<file path="config.mk">
export PLATFORM = sky130hd
export DESIGN_NAME = mem_decoder_flat
export DESIGN_NICKNAME = d
export VERILOG_FILES = /design/src/rtl/mem_decoder_pkg.sv /design/src/rtl/mem_decoder_if.sv /design/src/rtl/mem_decoder_addr_region_match.sv /design/src/rtl/mem_decoder.sv /design/src/flat_wrapper.sv
export SDC_FILE = /design/constraint.sdc
export NUM_CORES = 1
export LEC_CHECK = 0
export CAP_MARGIN = 20
export CORE_AREA = 5 5 144 146
export DETAILED_ROUTE_END_ITERATION = 8
export DIE_AREA = 0 0 149 151
export PLACE_DENSITY = 0.48
export SLEW_MARGIN = 20
export SYNTH_ARGS = -nofsm -noshare
export SYNTH_HDL_FRONTEND = slang
export SYNTH_SLANG_ARGS = --single-unit
export TNS_END_PERCENT = 1
</file>
<file path="constraint.sdc">
create_clock -name clock -period 5.2 [get_ports clock]
set_input_delay 1.3 -clock clock [delete_from_list [all_inputs] [get_ports clock]]
set_output_delay 1.3 -clock clock [all_outputs]
set_load 0.005 [all_outputs]
</file>
<file path="src/rtl/mem_decoder_pkg.sv">
// mem_decoder_pkg: types and constants shared by the memory decoder slice.
//   state_t       decoder FSM states (IDLE, BUSY, ERR)
//   SLV_*         slave indices into the one-hot select / per-slave buses
//   NSLV          number of slaves
//   DEF_*         default region map and timeout limit
//   in_region()   half-open BASE <= addr < TOP test
package mem_decoder_pkg;

  typedef enum logic [1:0] {
    IDLE = 2'd0,
    BUSY = 2'd1,
    ERR  = 2'd2
  } state_t;

  localparam int unsigned NSLV      = 5;
  localparam int unsigned SLV_ROM   = 0;
  localparam int unsigned SLV_UART  = 1;
  localparam int unsigned SLV_CLINT = 2;
  localparam int unsigned SLV_CLIC  = 3;
  localparam int unsigned SLV_BRAM  = 4;

  localparam logic [31:0] DEF_ROM_BASE   = 32'h0000_0000;
  localparam logic [31:0] DEF_ROM_TOP    = 32'h0000_0100;
  localparam logic [31:0] DEF_UART_BASE  = 32'h0100_0000;
  localparam logic [31:0] DEF_UART_TOP   = 32'h0100_0004;
  localparam logic [31:0] DEF_CLINT_BASE = 32'h0200_0000;
  localparam logic [31:0] DEF_CLINT_TOP  = 32'h0200_C000;
  localparam logic [31:0] DEF_CLIC_BASE  = 32'h0300_0000;
  localparam logic [31:0] DEF_CLIC_TOP   = 32'h0300_1000;
  localparam logic [31:0] DEF_BRAM_BASE  = 32'h8000_0000;
  localparam logic [31:0] DEF_BRAM_TOP   = 32'h8010_0000;

  localparam int unsigned DEF_TIMEOUT_CYCLES = 255;

  // Offset-from-base compare: one subtractor and one comparator, and it
  // stays correct for a region starting at address 0.
  function automatic logic in_region(input logic [31:0] addr,
                                     input logic [31:0] base,
                                     input logic [31:0] top);
    return (addr - base) < (top - base);
  endfunction

endpackage

</file>
<file path="src/rtl/mem_decoder_if.sv">
// mem_decoder_if: bus between the arbiter memory port, the decoder and the
// SoC slaves.
//   memory_*  request from the arbiter / response back to it
//   slv_*     shared request to the slaves (one-hot slv_valid), per-slave
//             response data (slave i on slv_rdata[32i+31:32i]) and ready
// Modports: slave = decoder view, master = arbiter/slave-side environment.
interface mem_decoder_if;
  logic         memory_valid;
  logic         memory_instr;
  logic [31:0]  memory_addr;
  logic [31:0]  memory_wdata;
  logic [3:0]   memory_wstrb;
  logic [31:0]  memory_rdata;
  logic         memory_error;
  logic         memory_ready;

  logic [4:0]   slv_valid;
  logic         slv_instr;
  logic [31:0]  slv_addr;
  logic [31:0]  slv_wdata;
  logic [3:0]   slv_wstrb;
  logic [159:0] slv_rdata;
  logic [4:0]   slv_ready;

  modport slave (
    input  memory_valid, memory_instr, memory_addr, memory_wdata, memory_wstrb,
    output memory_rdata, memory_error, memory_ready,
    output slv_valid, slv_instr, slv_addr, slv_wdata, slv_wstrb,
    input  slv_rdata, slv_ready
  );

  modport master (
    output memory_valid, memory_instr, memory_addr, memory_wdata, memory_wstrb,
    input  memory_rdata, memory_error, memory_ready,
    input  slv_valid, slv_instr, slv_addr, slv_wdata, slv_wstrb,
    output slv_rdata, slv_ready
  );
endinterface

</file>
<file path="src/rtl/mem_decoder_addr_region_match.sv">
// addr_region_match: combinational region decode.
//   addr_i       absolute byte address of the request
//   host_addr_i  tohost address, always routed to BRAM
//   hit_o        one-hot slave select (all zero = unmapped)
//   base_o       base address to subtract for the selected slave
// Priority: host match, then BRAM, CLIC, CLINT, UART, ROM.
module addr_region_match
  import mem_decoder_pkg::*;
#(
  parameter logic [31:0] ROM_BASE   = DEF_ROM_BASE,
  parameter logic [31:0] ROM_TOP    = DEF_ROM_TOP,
  parameter logic [31:0] UART_BASE  = DEF_UART_BASE,
  parameter logic [31:0] UART_TOP   = DEF_UART_TOP,
  parameter logic [31:0] CLINT_BASE = DEF_CLINT_BASE,
  parameter logic [31:0] CLINT_TOP  = DEF_CLINT_TOP,
  parameter logic [31:0] CLIC_BASE  = DEF_CLIC_BASE,
  parameter logic [31:0] CLIC_TOP   = DEF_CLIC_TOP,
  parameter logic [31:0] BRAM_BASE  = DEF_BRAM_BASE,
  parameter logic [31:0] BRAM_TOP   = DEF_BRAM_TOP
) (
  input  logic [31:0]     addr_i,
  input  logic [31:0]     host_addr_i,
  output logic [NSLV-1:0] hit_o,
  output logic [31:0]     base_o
);

  always_comb begin
    hit_o  = '0;
    base_o = '0;
    if (addr_i == host_addr_i) begin
      hit_o[SLV_BRAM] = 1'b1;
      base_o          = BRAM_BASE;
    end else if (in_region(addr_i, BRAM_BASE, BRAM_TOP)) begin
      hit_o[SLV_BRAM] = 1'b1;
      base_o          = BRAM_BASE;
    end else if (in_region(addr_i, CLIC_BASE, CLIC_TOP)) begin
      hit_o[SLV_CLIC] = 1'b1;
      base_o          = CLIC_BASE;
    end else if (in_region(addr_i, CLINT_BASE, CLINT_TOP)) begin
      hit_o[SLV_CLINT] = 1'b1;
      base_o           = CLINT_BASE;
    end else if (in_region(addr_i, UART_BASE, UART_TOP)) begin
      hit_o[SLV_UART] = 1'b1;
      base_o          = UART_BASE;
    end else if (in_region(addr_i, ROM_BASE, ROM_TOP)) begin
      hit_o[SLV_ROM] = 1'b1;
      base_o         = ROM_BASE;
    end
  end

endmodule

</file>
<file path="src/rtl/mem_decoder.sv">
// mem_decoder: address decoder and response router between the arbiter
// memory port and the rom/uart/clint/clic/bram slaves. One outstanding
// transaction; request path and response outputs are combinational.
//   clock      system clock
//   reset      asynchronous, active-high reset
//   host_addr  tohost address, always routed to BRAM
//   bus        mem_decoder_if.slave: arbiter request/response + slave buses
// Optional: define MEM_DECODER_TIMEOUT_EN to force an error response after
// TIMEOUT_CYCLES BUSY cycles without the selected slave's ready.
module mem_decoder
  import mem_decoder_pkg::*;
#(
  parameter logic [31:0] ROM_BASE       = DEF_ROM_BASE,
  parameter logic [31:0] ROM_TOP        = DEF_ROM_TOP,
  parameter logic [31:0] UART_BASE      = DEF_UART_BASE,
  parameter logic [31:0] UART_TOP       = DEF_UART_TOP,
  parameter logic [31:0] CLINT_BASE     = DEF_CLINT_BASE,
  parameter logic [31:0] CLINT_TOP      = DEF_CLINT_TOP,
  parameter logic [31:0] CLIC_BASE      = DEF_CLIC_BASE,
  parameter logic [31:0] CLIC_TOP       = DEF_CLIC_TOP,
  parameter logic [31:0] BRAM_BASE      = DEF_BRAM_BASE,
  parameter logic [31:0] BRAM_TOP       = DEF_BRAM_TOP,
  parameter int unsigned TIMEOUT_CYCLES = DEF_TIMEOUT_CYCLES
) (
  input  logic         clock,
  input  logic         reset,
  input  logic [31:0]  host_addr,
  mem_decoder_if.slave bus
);

  state_t          state_q, state_d;
  logic [NSLV-1:0] sel_q, sel_d;
  logic [NSLV-1:0] hit;
  logic [31:0]     base;
  logic            mapped;
  logic            can_accept;
  logic            start_busy;
  logic            ready_sel;
  logic [31:0]     rdata_sel;

  addr_region_match #(
    .ROM_BASE  (ROM_BASE),   .ROM_TOP  (ROM_TOP),
    .UART_BASE (UART_BASE),  .UART_TOP (UART_TOP),
    .CLINT_BASE(CLINT_BASE), .CLINT_TOP(CLINT_TOP),
    .CLIC_BASE (CLIC_BASE),  .CLIC_TOP (CLIC_TOP),
    .BRAM_BASE (BRAM_BASE),  .BRAM_TOP (BRAM_TOP)
  ) u_match (
    .addr_i     (bus.memory_addr),
    .host_addr_i(host_addr),
    .hit_o      (hit),
    .base_o     (base)
  );

  assign mapped        = |hit;
  assign start_busy    = can_accept && bus.memory_valid && mapped;

  assign bus.slv_instr = bus.memory_instr;
  assign bus.slv_addr  = bus.memory_addr - base;
  assign bus.slv_wdata = bus.memory_wdata;
  assign bus.slv_wstrb = bus.memory_wstrb;

  // sel_q is one-hot, so masking ignores every ready/rdata but the selected one.
  assign ready_sel = |(bus.slv_ready & sel_q);

  always_comb begin
    rdata_sel = '0;
    for (int unsigned i = 0; i < NSLV; i++) begin
      if (sel_q[i]) rdata_sel = rdata_sel | bus.slv_rdata[32*i +: 32];
    end
  end

`ifdef MEM_DECODER_TIMEOUT_EN
  localparam int unsigned CNT_W =
    ($clog2(TIMEOUT_CYCLES + 1) > 8) ? $clog2(TIMEOUT_CYCLES + 1) : 8;
  logic [CNT_W-1:0] cnt_q, cnt_d;
  logic             timeout_hit;

  // cnt_q counts completed BUSY cycles, so the current one is cnt_q+1.
  assign timeout_hit = (cnt_q == CNT_W'(TIMEOUT_CYCLES - 1));

  always_comb begin
    cnt_d = cnt_q;
    if (start_busy)             cnt_d = '0;
    else if (state_q == BUSY)   cnt_d = cnt_q + 1'b1;
  end

  always_ff @(posedge clock or posedge reset) begin
    if (reset) cnt_q <= '0;
    else       cnt_q <= cnt_d;
  end
`else
  // Parameter kept for drop-in compatibility when the timeout is compiled out.
  logic unused_timeout_cycles;
  assign unused_timeout_cycles = |TIMEOUT_CYCLES;
`endif

  always_comb begin
    state_d          = state_q;
    sel_d            = sel_q;
    can_accept       = 1'b0;
    bus.slv_valid    = '0;
    bus.memory_ready = 1'b0;
    bus.memory_error = 1'b0;
    bus.memory_rdata = '0;

    case (state_q)
      IDLE: can_accept = 1'b1;
      BUSY: begin
        if (ready_sel) begin
          bus.memory_ready = 1'b1;
          bus.memory_rdata = rdata_sel;
          state_d          = IDLE;
          can_accept       = 1'b1;
        end
`ifdef MEM_DECODER_TIMEOUT_EN
        else if (timeout_hit) begin
          bus.memory_ready = 1'b1;
          bus.memory_error = 1'b1;
          state_d          = IDLE;
          can_accept       = 1'b1;
        end
`endif
      end
      ERR: begin
        bus.memory_ready = 1'b1;
        bus.memory_error = 1'b1;
        state_d          = IDLE;
        can_accept       = 1'b1;
      end
      default: state_d = IDLE;
    endcase

    // A response cycle doubles as an accept cycle for zero-bubble issue.
    if (can_accept && bus.memory_valid) begin
      if (mapped) begin
        bus.slv_valid = hit;
        sel_d         = hit;
        state_d       = BUSY;
      end else begin
        state_d = ERR;
      end
    end
  end

  always_ff @(posedge clock or posedge reset) begin
    if (reset) begin
      state_q <= IDLE;
      sel_q   <= '0;
    end else begin
      state_q <= state_d;
      sel_q   <= sel_d;
    end
  end

endmodule

</file>
<file path="src/flat_wrapper.sv">
// flat-port wrapper written by rule: the top's interface ports become plain ports
module mem_decoder_flat import mem_decoder_pkg::*;
#(
  parameter logic [31:0] ROM_BASE       = DEF_ROM_BASE,
  parameter logic [31:0] ROM_TOP        = DEF_ROM_TOP,
  parameter logic [31:0] UART_BASE      = DEF_UART_BASE,
  parameter logic [31:0] UART_TOP       = DEF_UART_TOP,
  parameter logic [31:0] CLINT_BASE     = DEF_CLINT_BASE,
  parameter logic [31:0] CLINT_TOP      = DEF_CLINT_TOP,
  parameter logic [31:0] CLIC_BASE      = DEF_CLIC_BASE,
  parameter logic [31:0] CLIC_TOP       = DEF_CLIC_TOP,
  parameter logic [31:0] BRAM_BASE      = DEF_BRAM_BASE,
  parameter logic [31:0] BRAM_TOP       = DEF_BRAM_TOP,
  parameter int unsigned TIMEOUT_CYCLES = DEF_TIMEOUT_CYCLES
)
  (clock, reset, host_addr, bus_memory_valid, bus_memory_instr, bus_memory_addr, bus_memory_wdata, bus_memory_wstrb, bus_memory_rdata, bus_memory_error, bus_memory_ready, bus_slv_valid, bus_slv_instr, bus_slv_addr, bus_slv_wdata, bus_slv_wstrb, bus_slv_rdata, bus_slv_ready);
  mem_decoder_if bus_i ();
  input  logic clock;
  input  logic reset;
  input  logic [31:0] host_addr;
  input wire logic [$bits(bus_i.memory_valid)-1:0] bus_memory_valid;
  input wire logic [$bits(bus_i.memory_instr)-1:0] bus_memory_instr;
  input wire logic [$bits(bus_i.memory_addr)-1:0] bus_memory_addr;
  input wire logic [$bits(bus_i.memory_wdata)-1:0] bus_memory_wdata;
  input wire logic [$bits(bus_i.memory_wstrb)-1:0] bus_memory_wstrb;
  output wire logic [$bits(bus_i.memory_rdata)-1:0] bus_memory_rdata;
  output wire logic [$bits(bus_i.memory_error)-1:0] bus_memory_error;
  output wire logic [$bits(bus_i.memory_ready)-1:0] bus_memory_ready;
  output wire logic [$bits(bus_i.slv_valid)-1:0] bus_slv_valid;
  output wire logic [$bits(bus_i.slv_instr)-1:0] bus_slv_instr;
  output wire logic [$bits(bus_i.slv_addr)-1:0] bus_slv_addr;
  output wire logic [$bits(bus_i.slv_wdata)-1:0] bus_slv_wdata;
  output wire logic [$bits(bus_i.slv_wstrb)-1:0] bus_slv_wstrb;
  input wire logic [$bits(bus_i.slv_rdata)-1:0] bus_slv_rdata;
  input wire logic [$bits(bus_i.slv_ready)-1:0] bus_slv_ready;
  assign bus_i.memory_valid = bus_memory_valid;
  assign bus_i.memory_instr = bus_memory_instr;
  assign bus_i.memory_addr = bus_memory_addr;
  assign bus_i.memory_wdata = bus_memory_wdata;
  assign bus_i.memory_wstrb = bus_memory_wstrb;
  assign bus_memory_rdata = bus_i.memory_rdata;
  assign bus_memory_error = bus_i.memory_error;
  assign bus_memory_ready = bus_i.memory_ready;
  assign bus_slv_valid = bus_i.slv_valid;
  assign bus_slv_instr = bus_i.slv_instr;
  assign bus_slv_addr = bus_i.slv_addr;
  assign bus_slv_wdata = bus_i.slv_wdata;
  assign bus_slv_wstrb = bus_i.slv_wstrb;
  assign bus_i.slv_rdata = bus_slv_rdata;
  assign bus_i.slv_ready = bus_slv_ready;
  mem_decoder #(.ROM_BASE(ROM_BASE), .ROM_TOP(ROM_TOP), .UART_BASE(UART_BASE), .UART_TOP(UART_TOP), .CLINT_BASE(CLINT_BASE), .CLINT_TOP(CLINT_TOP), .CLIC_BASE(CLIC_BASE), .CLIC_TOP(CLIC_TOP), .BRAM_BASE(BRAM_BASE), .BRAM_TOP(BRAM_TOP), .TIMEOUT_CYCLES(TIMEOUT_CYCLES)) u_core (.clock(clock), .reset(reset), .host_addr(host_addr), .bus(bus_i));
endmodule
</file>
# Yosys cells after proc, flatten, opt, wreduce, memory -nomap -nowiden
# Index checks and enable logic that the tools add are counted.
[totals] regBits=7 word_cells=62 inputBits=269 output_inout_bits=108
[op_classes] mux=33 n_bitwise=5 n_lt_le_gt_ge=5 eq_ne=5 n_addsub=5 n_reduce_logical=7
[ops] operator="$mux 32" count=9
[ops] operator="$or 32x32->32" count=4
[ops] operator="$sub 32x26->32 const B" count=2
[ops] operator="$mux 26" count=2
[ops] operator="$eq 32x32->1" count=1
[ops] operator="$lt 32x13->1 const B" count=1
[ops] operator="$lt 32x16->1 const B" count=1
[ops] operator="$lt 32x21->1 const B" count=1
[ops] operator="$lt 32x3->1 const B" count=1
[ops] operator="$lt 32x9->1 const B" count=1
[ops] operator="$sub 32x25->32 const B" count=1
[ops] operator="$sub 32x32->32" count=1
[ops] operator="$sub 32x32->32 const B" count=1
[ops] operator="$mux 25" count=1
[ops] operator="$mux 5" count=2
[ops] operator="$reduce_or 5->1" count=2
[ops] operator="$mux 1" count=9
[ops] operator="$mux 2" count=4
[ops] operator="$mux 4" count=2
[ops] operator="$and 5x5->5" count=1
[ops] operator="$pmux 1 s2" count=2
[ops] operator="$pmux 2 s2" count=1
[ops] operator="$reduce_and 2->1" count=2
[ops] operator="$mux 3" count=1
[ops] operator="7 further kinds" count=7

# Depth between registers and ports, before layout
# Gate-level depths: netlist of run 1.
[logic_depth] ltp_word=11 ltp_mapped=13 depth_no_buf=12

# Cells and area by module
# Synthesis of run 1 repeated with hierarchy kept, for this count alone.
[hier_totals] hier_cells=569 area_unflattened_um2=4146.5
[by_module_without_submodules] mod="mem_decoder" n_inst=1 area_per_inst_um2=3240.6 cells_per_inst=457
[by_module_without_submodules] mod="addr_region_match" n_inst=1 area_per_inst_um2=905.9 cells_per_inst=112

# Worst setup path before layout of run 1
# Ideal clock, no wire load.
[synth_timing] path_kind="input to output" startpoint="input bus_memory_addr[25]" endpoint="output bus_slv_addr[31]" cell_stages=13 setup_slack_ns=0.496 t_required_ns=3.900 arrival_time_ns=3.404 path_cell_list="buf_2 -> inv_1 -> ha_1 -> xor2_1 -> a2111oi_0 -> nand3_1 -> nand2_1 -> nand2_1 -> ha_1 -> a21o_1 -> nor2_1 -> nand2_1 -> xnor2_1"
[synth_between] elab_chain_len=8
[synth_rtl] item="start: declaration" line_no="flat_wrapper.sv:23" source="input wire logic [$bits(bus_i.memory_addr)-1:0] bus_memory_addr;"
[synth_rtl] item="$sub 32x25->32" line_no="mem_decoder_pkg.sv:40" source="return (addr - base) < (top - base);"
[synth_rtl] item="$lt 32x3->1" line_no="mem_decoder_pkg.sv:40"
[synth_rtl] item="$mux 25" line_no="mem_decoder_addr_region_match.sv:42" source="end else if (in_region(addr_i, UART_BASE, UART_TOP)) begin"
[synth_rtl] item="$mux 26" line_no="mem_decoder_addr_region_match.sv:39" source="end else if (in_region(addr_i, CLINT_BASE, CLINT_TOP)) begin"
[synth_rtl] item="$mux 26" line_no="mem_decoder_addr_region_match.sv:36" source="end else if (in_region(addr_i, CLIC_BASE, CLIC_TOP)) begin"
[synth_rtl] item="$mux 32" line_no="mem_decoder_addr_region_match.sv:33" source="end else if (in_region(addr_i, BRAM_BASE, BRAM_TOP)) begin"
[synth_rtl] item="$mux 32" line_no="mem_decoder_addr_region_match.sv:30" source="if (addr_i == host_addr_i) begin"
[synth_rtl] item="$sub 32x32->32 *" line_no="mem_decoder.sv:58" source="assign bus.slv_addr = bus.memory_addr - base;"
[synth_rtl] item="end: declaration" line_no="flat_wrapper.sv:31" source="output wire logic [$bits(bus_i.slv_addr)-1:0] bus_slv_addr;"
# Every way passes the cells marked *; elsewhere a longest branch is shown, timed or not.

# Worst setup path in the final report of run 1
[layout_timing] startpoint="input bus_memory_addr[5]" endpoint="output bus_slv_addr[31]"
# Same word-level chain as after synthesis.

==> load_flow_metrics.sql, run 1 <==
INSERT INTO impl_metrics (metric_group, metric, value, unit) VALUES
('setup_path', 'cell_depth_of_the_worst_flop_to_flop_path', '8', ''),
('synth', 'synth_async_sr_flop_share', '100', '%'),
('timing', 'timing.setup.tns', '0', 'ns'),
('global_route', 'initial_antenna_violation_count', '2', ''),
('pwr', 'clock_power_share', '24.2', '%'),
('floorplanning', 'start_util', '13.6', '%'),
('pwr', 'seq_power_share', '11.3', '%'),
('pwr', 'power.density_cell_area', '89.0', 'nW/um2'),
('timing', 'slew_viol_final', '0', ''),
('setup_path', 'startpoint_class_of_the_critical_path', 'input pin', ''),
('cells_and_area', 'finish.net_count', '914', ''),
('clocking', 'clock_sinks', '7', ''),
('clocking', 'clk_transition_reported_paths', '0.04', 'ns'),
('floorplanning', 'floorplan.die.width', '149', 'um'),
('floorplanning', 'num_rows', '51', ''),
('detailed_routing', 'avgRoutedWirePerCell', '19.7', 'um'),
('timing', 'final.setup_skew', '0.000430', 'ns'),
('cells_and_area', 'post_layout_instance_count_excluding_filler_cells', '900', ''),
('timing', 'finalCriticalPeriod', '5.12', 'ns'),
('timing', 'maxSlewHeadroom', '60.4', '%'),
('synth', 'mappedNetlistArea', '2620', 'um2'),
('synth', 'number_of_warning_messages_in_the_yosys_log', '0', ''),
('synth', 'edff_count_synth', '0', ''),
('timing', 'finalSetupViolCount', '0', ''),
('clocking', 'clock_tree_from_tritoncts', 'yes', ''),
('synth', 'synth.avg_cell_area', '7.47', 'um2'),
('status', 'outcome', 'finished clean', ''),
('placed_design', 'hpwlAfterDp', '15000', 'um'),
('timing', 'timing_hold_violations_final', '0', ''),
('synth', 'synth.net_count', '629', ''),
('detailed_routing', 'drc', '0', ''),
('pwr', 'p_switching', '142', 'uW'),
('cells_and_area', 'area.sequential', '175', 'um2'),
('detailed_routing', 'ant_nets', '0', ''),
('setup_path', 'criticalPathCategory', 'input pin to output port', ''),
('cells_and_area', 'synthToLayoutAreaGrowth', '130', '%'),
('placed_design', 'gp_routability_congestion', '0.824', ''),
('clocking', 'ctsLongestPathBuffers', '2', ''),
('synth', 'synth_top_flop_cell', 'sky130_fd_sc_hd__dfrtp_1', ''),
('detailed_routing', 'drt-initial-drc-count', '278', ''),
('pwr', 'netSwitchingFraction', '26.5', '%'),
('detailed_routing', 'num_vias', '3971', ''),
('timing', 'setup_repair_after_global_routing_missed_its_margin', 'true', ''),
('pwr', 'power.leakage', '2.42', 'nW'),
('clocking', 'root_buffer', 'sky130_fd_sc_hd__clkbuf_16', ''),
('cells_and_area', 'finish.utilization', '31.2', '%'),
('timing', 'final_min_period_over_clock_period', '98.5', '%'),
('detailed_routing', 'drt_first_pass_iters', '6', ''),
('floorplanning', 'die_h', '151', 'um'),
('pwr', 'max-vdd-ir-drop', '0.0844', 'mV'),
('synth', 'synth_cell_type_count', '47', ''),
('setup_path', 'critPathRequiredTime', '3.90', 'ns'),
('setup_path', 'worstSetupEndpointType', 'output port', ''),
('pwr', 'cellInternalPower', '394', 'uW'),
('timing', 'fmax', '0.195', 'GHz'),
('detailed_routing', 'drt-vias-per-instance', '4.41', ''),
('worst_hold_path', 'hold_class', 'register to register', ''),
('synth', 'ys_seq_area_share', '6.70', '%'),
('synth', 'netlist_instances', '350', ''),
('detailed_routing', 'finalWirelength', '17700', 'um'),
('global_route', 'grt_first_pass_wirelength', '25400', 'um'),
('synth', 'postSynthRegisterBits', '7', ''),
('global_route', 'groute.usage.overall', '14.2', '%'),
('setup_path', 'worst_ep_arrival_time', '3.82', 'ns'),
('pwr', 'pwr-share-comb', '64.5', '%'),
('floorplanning', 'placeableCoreArea', '19300', 'um2'),
('setup_path', 'timing.critical_path.fanout_max', '2', ''),
('placed_design', 'placement.setup.worst_slack', '-0.739', 'ns'),
('cells_and_area', 'num-fill-cells', '2059', ''),
('worst_hold_path', 'hold_depth', '2', ''),
('clocking', 'postCtsHoldBufs', '0', '');
critical path, stage by stage:
cell and delay [ns]:
sky130_fd_sc_hd__clkdlybuf4s50_1 0.42, sky130_fd_sc_hd__or4_4 0.51, sky130_fd_sc_hd__a211oi_2 0.19, sky130_fd_sc_hd__nand4_1 0.17, sky130_fd_sc_hd__a211oi_2 0.25, sky130_fd_sc_hd__ha_2 0.22, sky130_fd_sc_hd__inv_1 0.04, sky130_fd_sc_hd__a21o_1 0.20
sky130_fd_sc_hd__nor2_2 0.12, sky130_fd_sc_hd__nand2_1 0.08, sky130_fd_sc_hd__xnor2_1 0.17, sky130_fd_sc_hd__buf_2 0.14
logic make-up after synthesis:
family	after synthesis	share of synthesized area [%]
AOI/OAI and AO/OA	119	34.5
buffers and inverters	102	24.2
muxes	1	0.383
xor gates and xnor gates	40	13.4
DFF	7	6.70
adders and majority gates	10	5.07
and+or+nand+nor	71	15.8
worst paths after layout:
check / start / end / slack [ns]
worst max-delay path: bus_memory_addr[5] / bus_slv_addr[31] / 0.08
worst min-delay path: u_core.state_q[0]$_DFFE_PP0P_ / u_core.state_q[0]$_DFFE_PP0P_ / 0.56
worst max register to register: u_core.state_q[1]$_DFFE_PP0P_ / u_core.sel_q[2]$_DFFE_PP0P_ / 3.23
worst min register to register: u_core.state_q[0]$_DFFE_PP0P_ / u_core.state_q[0]$_DFFE_PP0P_ / 0.56
max in group asynchronous: reset / u_core.sel_q[0]$_DFFE_PP0P_ / 3.69
min in group asynchronous: reset / u_core.sel_q[4]$_DFFE_PP0P_ / 1.30
cell type report:
| type | instances | share of cell area [%] |
|---|---|---|
| inverters | 11 | 0.686 |
| repair buffers | 371 | 58.2 |
| well taps | 265 | 5.51 |
| diodes | 1 | 0.0416 |
| flip-flops and latches | 7 | 2.91 |
| clock buffers | 4 | 1.31 |
| multi-input cells | 241 | 31.3 |
state kept, by name (all words and copies together) (netlist names):
signal	flops
u_core.sel_q	5
u_core.state_q	2
through the flow:
step	area, um2	hold WS [ns]	power, mW
floorplan	2620	0.501	0.172
global placement	5870	0.533	0.405
detailed placement	5870	0.551	0.409
CTS	6000	0.559	0.540
global route	6020	0.604	0.568
finish	6020	0.557	0.536
synthesized netlist by cell type, types with 9 or more instances:
| master | n | area [um2] |
|---|---|---|
| sky130_fd_sc_hd__buf_4 | 61 | 458 |
| sky130_fd_sc_hd__a22oi_1 | 33 | 248 |
| sky130_fd_sc_hd__ha_1 | 9 | 113 |
| sky130_fd_sc_hd__nor4_1 | 9 | 56.3 |
| sky130_fd_sc_hd__xor2_1 | 38 | 333 |
| sky130_fd_sc_hd__nor2_1 | 12 | 45.0 |
| sky130_fd_sc_hd__a222oi_1 | 33 | 330 |
| sky130_fd_sc_hd__nand2_1 | 11 | 41.3 |
| sky130_fd_sc_hd__a21oi_1 | 35 | 175 |
| sky130_fd_sc_hd__buf_2 | 11 | 55.1 |
| sky130_fd_sc_hd__clkbuf_1 | 18 | 67.6 |
| sky130_fd_sc_hd__inv_1 | 11 | 41.3 |
repair_timing:
item	4_1_cts	5_1_grt
endpoints found under the setup margin	9	9
cloned	0	0
endpoints found under the hold margin	0	0
pin swaps	24	14
setup buffers	3	0
gates resized for setup	61	9
metal layers:
layer,up-vias,GRT usage (%),wire (um)
li1,1854,-,-
met1,1838,15.1,6240
met2,271,27.3,9050
met3,6,5.45,2310
met4,2,1.92,76
met5,-,0,13
layout by cell type, fill, tap and decap left out, types with 2 or more instances in the layout:
cell type	netlist	final
sky130_fd_sc_hd__clkdlybuf4s50_1	0	274
sky130_fd_sc_hd__buf_4	61	66
sky130_fd_sc_hd__xor2_1	38	37
sky130_fd_sc_hd__a21oi_1	35	35
sky130_fd_sc_hd__a222oi_1	33	33
sky130_fd_sc_hd__a22oi_1	33	33
sky130_fd_sc_hd__dlygate4sd2_1	0	16
sky130_fd_sc_hd__nand2_1	11	11
sky130_fd_sc_hd__inv_1	11	11
sky130_fd_sc_hd__nor2_1	12	10
sky130_fd_sc_hd__ha_1	9	8
sky130_fd_sc_hd__nor4_1	9	7
sky130_fd_sc_hd__dfrtp_1	7	7
sky130_fd_sc_hd__nand4_1	6	6
sky130_fd_sc_hd__buf_2	11	6
sky130_fd_sc_hd__or4_4	2	5
sky130_fd_sc_hd__nor3_1	5	5
sky130_fd_sc_hd__and3_1	5	5
sky130_fd_sc_hd__dlymetal6s2s_1	0	4
sky130_fd_sc_hd__nand3_1	3	3
sky130_fd_sc_hd__o2bb2ai_1	3	3
sky130_fd_sc_hd__clkbuf_16	0	3
sky130_fd_sc_hd__buf_6	1	3
sky130_fd_sc_hd__nor4_2	1	2
sky130_fd_sc_hd__or3_1	2	2
sky130_fd_sc_hd__a21boi_0	2	2
sky130_fd_sc_hd__a211oi_2	1	2
sky130_fd_sc_hd__nand2b_1	2	2
sky130_fd_sc_hd__and2_1	2	2
sky130_fd_sc_hd__a21o_1	2	2
sky130_fd_sc_hd__nor2_2	0	2
sky130_fd_sc_hd__xnor2_1	2	2
power by group through the flow:
stage	registers, mW	clock network (mW)	logic [mW]
final	0.0605	0.130	0.346
after detailed placement	0.0610	0	0.348
after CTS	0.0605	0.132	0.347
after floorplan	0.0601	0	0.112
after global routing	0.0609	0.136	0.371
after global placement	0.0607	0	0.345
Note: power is estimated with default switching activity, not from simulation.
==> inputs of run 2 (changes only) <==
--- a/config.mk
+++ b/config.mk
@@ -6,10 +6,11 @@
 export NUM_CORES = 1
 export LEC_CHECK = 0
 export CAP_MARGIN = 20
-export CORE_AREA = 5 5 144 146
+export CORE_AREA = 2 2 145 147
+export CTS_CLUSTER_SIZE = 12
 export DETAILED_ROUTE_END_ITERATION = 8
-export DIE_AREA = 0 0 149 151
-export PLACE_DENSITY = 0.48
+export DIE_AREA = 0 0 147 149
+export PLACE_DENSITY = 0.46
 export SLEW_MARGIN = 20
 export SYNTH_ARGS = -nofsm -noshare
 export SYNTH_HDL_FRONTEND = slang
==> run 2 against run 1 <==
  * Worst setup slack gained 0.059 ns
  * Non-clock buffer count grew 1
  * First-iteration DRC count shrank 28%
  * Critical path type unchanged
  * Cell area grew 0.98%
  * Clock skew is essentially flat
  * Largest cell class unchanged
  * Total power shrank 0.66%
  * Clock power is essentially flat
==> load_flow_metrics.sql, run 2 (synthesis results as in run 1) <==
INSERT INTO impl_metrics (metric_group, metric, value, unit) VALUES
('status', 'outcome', 'finished clean', ''),
('setup_path', 'crit_path_top_delay_cell', 'sky130_fd_sc_hd__or4_4', ''),
('timing', 'finalSetupViolCount', '0', ''),
('placed_design', 'hpwlAfterDp', '13900', 'um'),
('pwr', 'seq_power_share', '11.3', '%'),
('pwr', 'p_switching', '142', 'uW'),
('flow_run', 'max_cap_violations', '0', ''),
('global_route', 'initial_antenna_violation_count', '1', ''),
('setup_path', 'criticalPathCategory', 'input pin to output port', ''),
('cells_and_area', 'reg.largest.list', 'u_core.sel_q (5), u_core.state_q (2)', ''),
('pwr', 'power.leakage', '2.47', 'nW'),
('pwr', 'netSwitchingFraction', '26.7', '%'),
('clocking', 'root_buffer', 'sky130_fd_sc_hd__clkbuf_16', ''),
('detailed_routing', 'drc', '0', ''),
('clocking', 'clock_tree_from_tritoncts', 'yes', ''),
('clocking', 'clock_sinks', '7', ''),
('cells_and_area', 'post_route_cells_drive_above_1_share', '18.1', '%'),
('worst_hold_path', 'hold_class', 'register to register', ''),
('setup_path', 'timing.critical_path.fanout_max', '3', ''),
('clocking', 'ctsLongestPathBuffers', '2', ''),
('setup_path', 'worst_ep_arrival_time', '3.76', 'ns'),
('clocking', 'postCtsHoldBufs', '0', ''),
('detailed_routing', 'finalWirelength', '16600', 'um'),
('detailed_routing', 'drt-vias-per-instance', '4.30', ''),
('floorplanning', 'start_util', '12.7', '%'),
('timing', 'timing_hold_violations_final', '0', ''),
('setup_path', 'worstSetupEndpointType', 'output port', ''),
('detailed_routing', 'avgRoutedWirePerCell', '18.2', 'um'),
('pwr', 'max-vdd-ir-drop', '0.0690', 'mV'),
('cells_and_area', 'flip_flop_count_of_the_largest_register_after_layout', '5', ''),
('placed_design', 'gp_routability_congestion', '0.822', ''),
('clocking', 'clkLatencyLatePin', '0.23', 'ns'),
('pwr', 'overall_power_consumption', '532', 'uW'),
('global_route', 'groute.usage.overall', '13.8', '%'),
('floorplanning', 'num_rows', '53', ''),
('setup_path', 'critical_path.cell_chain', 'dlygate4sd2_1 -> or4_4 -> nor3_4 -> nand4_1 -> a211oi_2 -> ha_2 -> buf_4 -> inv_1 -> a21o_1 -> nor2_2 -> nand2_1 -> xnor2_1 -> buf_2', ''),
('global_route', 'grt_first_pass_wirelength', '24000', 'um'),
('cells_and_area', 'layout.cells.most_common', 'sky130_fd_sc_hd__clkdlybuf4s50_1', ''),
('pwr', 'power.density_cell_area', '87.5', 'nW/um2'),
('timing', 'slew_viol_final', '0', ''),
('cells_and_area', 'finish.net_count', '915', ''),
('detailed_routing', 'ant_nets', '0', ''),
('timing', 'max_slew.worst_pin.slew', '0.509', 'ns'),
('global_route', 'grt.overflow.total', '0', ''),
('floorplanning', 'placeableCoreArea', '20600', 'um2'),
('clocking', 'clk_transition_reported_paths', '0.03', 'ns'),
('floorplanning', 'design.portCount', '377', ''),
('pwr', 'pwr-share-comb', '64.4', '%'),
('clocking', 'inserted_clock_buffers', '3', ''),
('cells_and_area', 'finish.utilization', '29.6', '%'),
('floorplanning', 'dieArea', '21900', 'um2'),
('setup_path', 'timing.critical_path.slowest_cell_delay', '0.59', 'ns'),
('setup_path', 'worst-r2r-setup-slack', '3.25', 'ns'),
('setup_path', 'startpoint_class_of_the_critical_path', 'input pin', ''),
('detailed_routing', 'drt_first_pass_iters', '5', ''),
('floorplanning', 'die_h', '149', 'um'),
('cells_and_area', 'synthToLayoutAreaGrowth', '133', '%'),
('detailed_routing', 'drt-initial-drc-count', '200', ''),
('global_route', 'grt_max_degree', '34', ''),
('timing', 'final.setup_skew', '0.000622', 'ns'),
('timing', 'fmax', '0.198', 'GHz'),
('floorplanning', 'floorplan.die.width', '147', 'um'),
('placed_design', 'portBuffers', '302', ''),
('timing', 'final_min_period_over_clock_period', '97.4', '%'),
('pwr', 'clock_power_share', '24.2', '%'),
('timing', 'finalCriticalPeriod', '5.06', 'ns'),
('global_route', 'grt_pass1_vias', '4203', ''),
('cells_and_area', 'final_cell_mix', 'sky130_fd_sc_hd__clkdlybuf4s50_1 (261), sky130_fd_sc_hd__buf_4 (69), sky130_fd_sc_hd__xor2_1 (37)', ''),
('cells_and_area', 'largest-register', 'u_core.sel_q', ''),
('clocking', 'htree_levels', '1', ''),
('timing', 'maxSlewHeadroom', '66.1', '%'),
('detailed_routing', 'num_vias', '3920', ''),
('setup_path', 'critPathRequiredTime', '3.90', 'ns'),
('pwr', 'cellInternalPower', '390', 'uW');
[run 2: cell count changes in the layout (fill, tap and decap cells not counted), sizes merged]
| cell | previous run | this run |
|---|---|---|
| buf | 75 | 76 |
| clkbuf | 5 | 9 |
| clkdlybuf4s15 | 1 | 6 |
| clkdlybuf4s50 | 274 | 261 |
| dlymetal6s2s | 4 | 8 |
[run 2: path summary, 6_finish.rpt]
check	start	to	cells after the start
max	bus_memory_addr[21]	bus_slv_addr[31]	13
min	u_core.state_q[0]$_DFFE_PP0P_	u_core.state_q[0]$_DFFE_PP0P_	2
max reg2reg	u_core.state_q[1]$_DFFE_PP0P_	u_core.sel_q[1]$_DFFE_PP0P_	8
min reg2reg	u_core.state_q[0]$_DFFE_PP0P_	u_core.state_q[0]$_DFFE_PP0P_	2
max in group asynchronous	reset	u_core.sel_q[1]$_DFFE_PP0P_	2
min in group asynchronous	reset	u_core.sel_q[0]$_DFFE_PP0P_	2
[run 2: cell type report]
type	count	area (um2)
Antenna cell	1	2.50
Clock buffer	4	78.8
Fill cell	2202	14500
Inverter	11	41.3
Multi-Input combinational cell	241	1940
Sequential cell	7	175
Tap cell	275	344
Timing Repair Buffer	372	3500
[run 2: through the flow]
step | TNS, ns | worst slack, ns | std cells | instance area, um2 | hold WS, ns
6_report | 0 | 0.138 | 911 | 6080 | 0.551
5_1_grt | -0.00687 | -0.00449 | 910 | 6080 | 0.586
4_1_cts | 0 | 0.0144 | 911 | 6020 | 0.555
3_5_place_dp | -3.90 | -0.610 | 901 | 5880 | 0.543
3_3_place_gp | -3.57 | -0.567 | 901 | 5880 | 0.534
2_1_floorplan | 0 | 0.496 | 350 | 2620 | 0.501
[run 2: critical path, delay by kind of cell]
| family | cells | cell delay, ns |
|---|---|---|
| buffers and inverters | 4 | 0.51 |
| XOR/XNOR | 1 | 0.14 |
| AO/OA/AOI/OAI | 2 | 0.45 |
| AND/OR/NAND/NOR | 5 | 1.13 |
| adder cells (fa/ha/maj) | 1 | 0.22 |
[run 2: metal layers]
layer  vias up  share of wire [%]  track usage, %
li1       1857                  -               -
met3        10                 12            5.02
met1      1794                 36            14.9
met5         -                  0               0
met2       259                 51            26.3
met4         0                1.0            1.88
[run 2: repair_timing]
action                                  4_1_cts  5_1_grt
setup buffers                                 7        0
resized for setup                            74       31
pin swaps                                    25       21
hold endpoints to repair                      0        0
endpoints found under the setup margin        8       10
[run 2: power by group through the flow]
stage	registers (mW)	logic, mW	clock network [mW]
2_1_floorplan	0.0601	0.112	0
3_3_place_gp	0.0607	0.344	0
3_5_place_dp	0.0608	0.345	0
4_1_cts	0.0602	0.343	0.132
5_1_grt	0.0607	0.367	0.134
6_report	0.0604	0.343	0.129
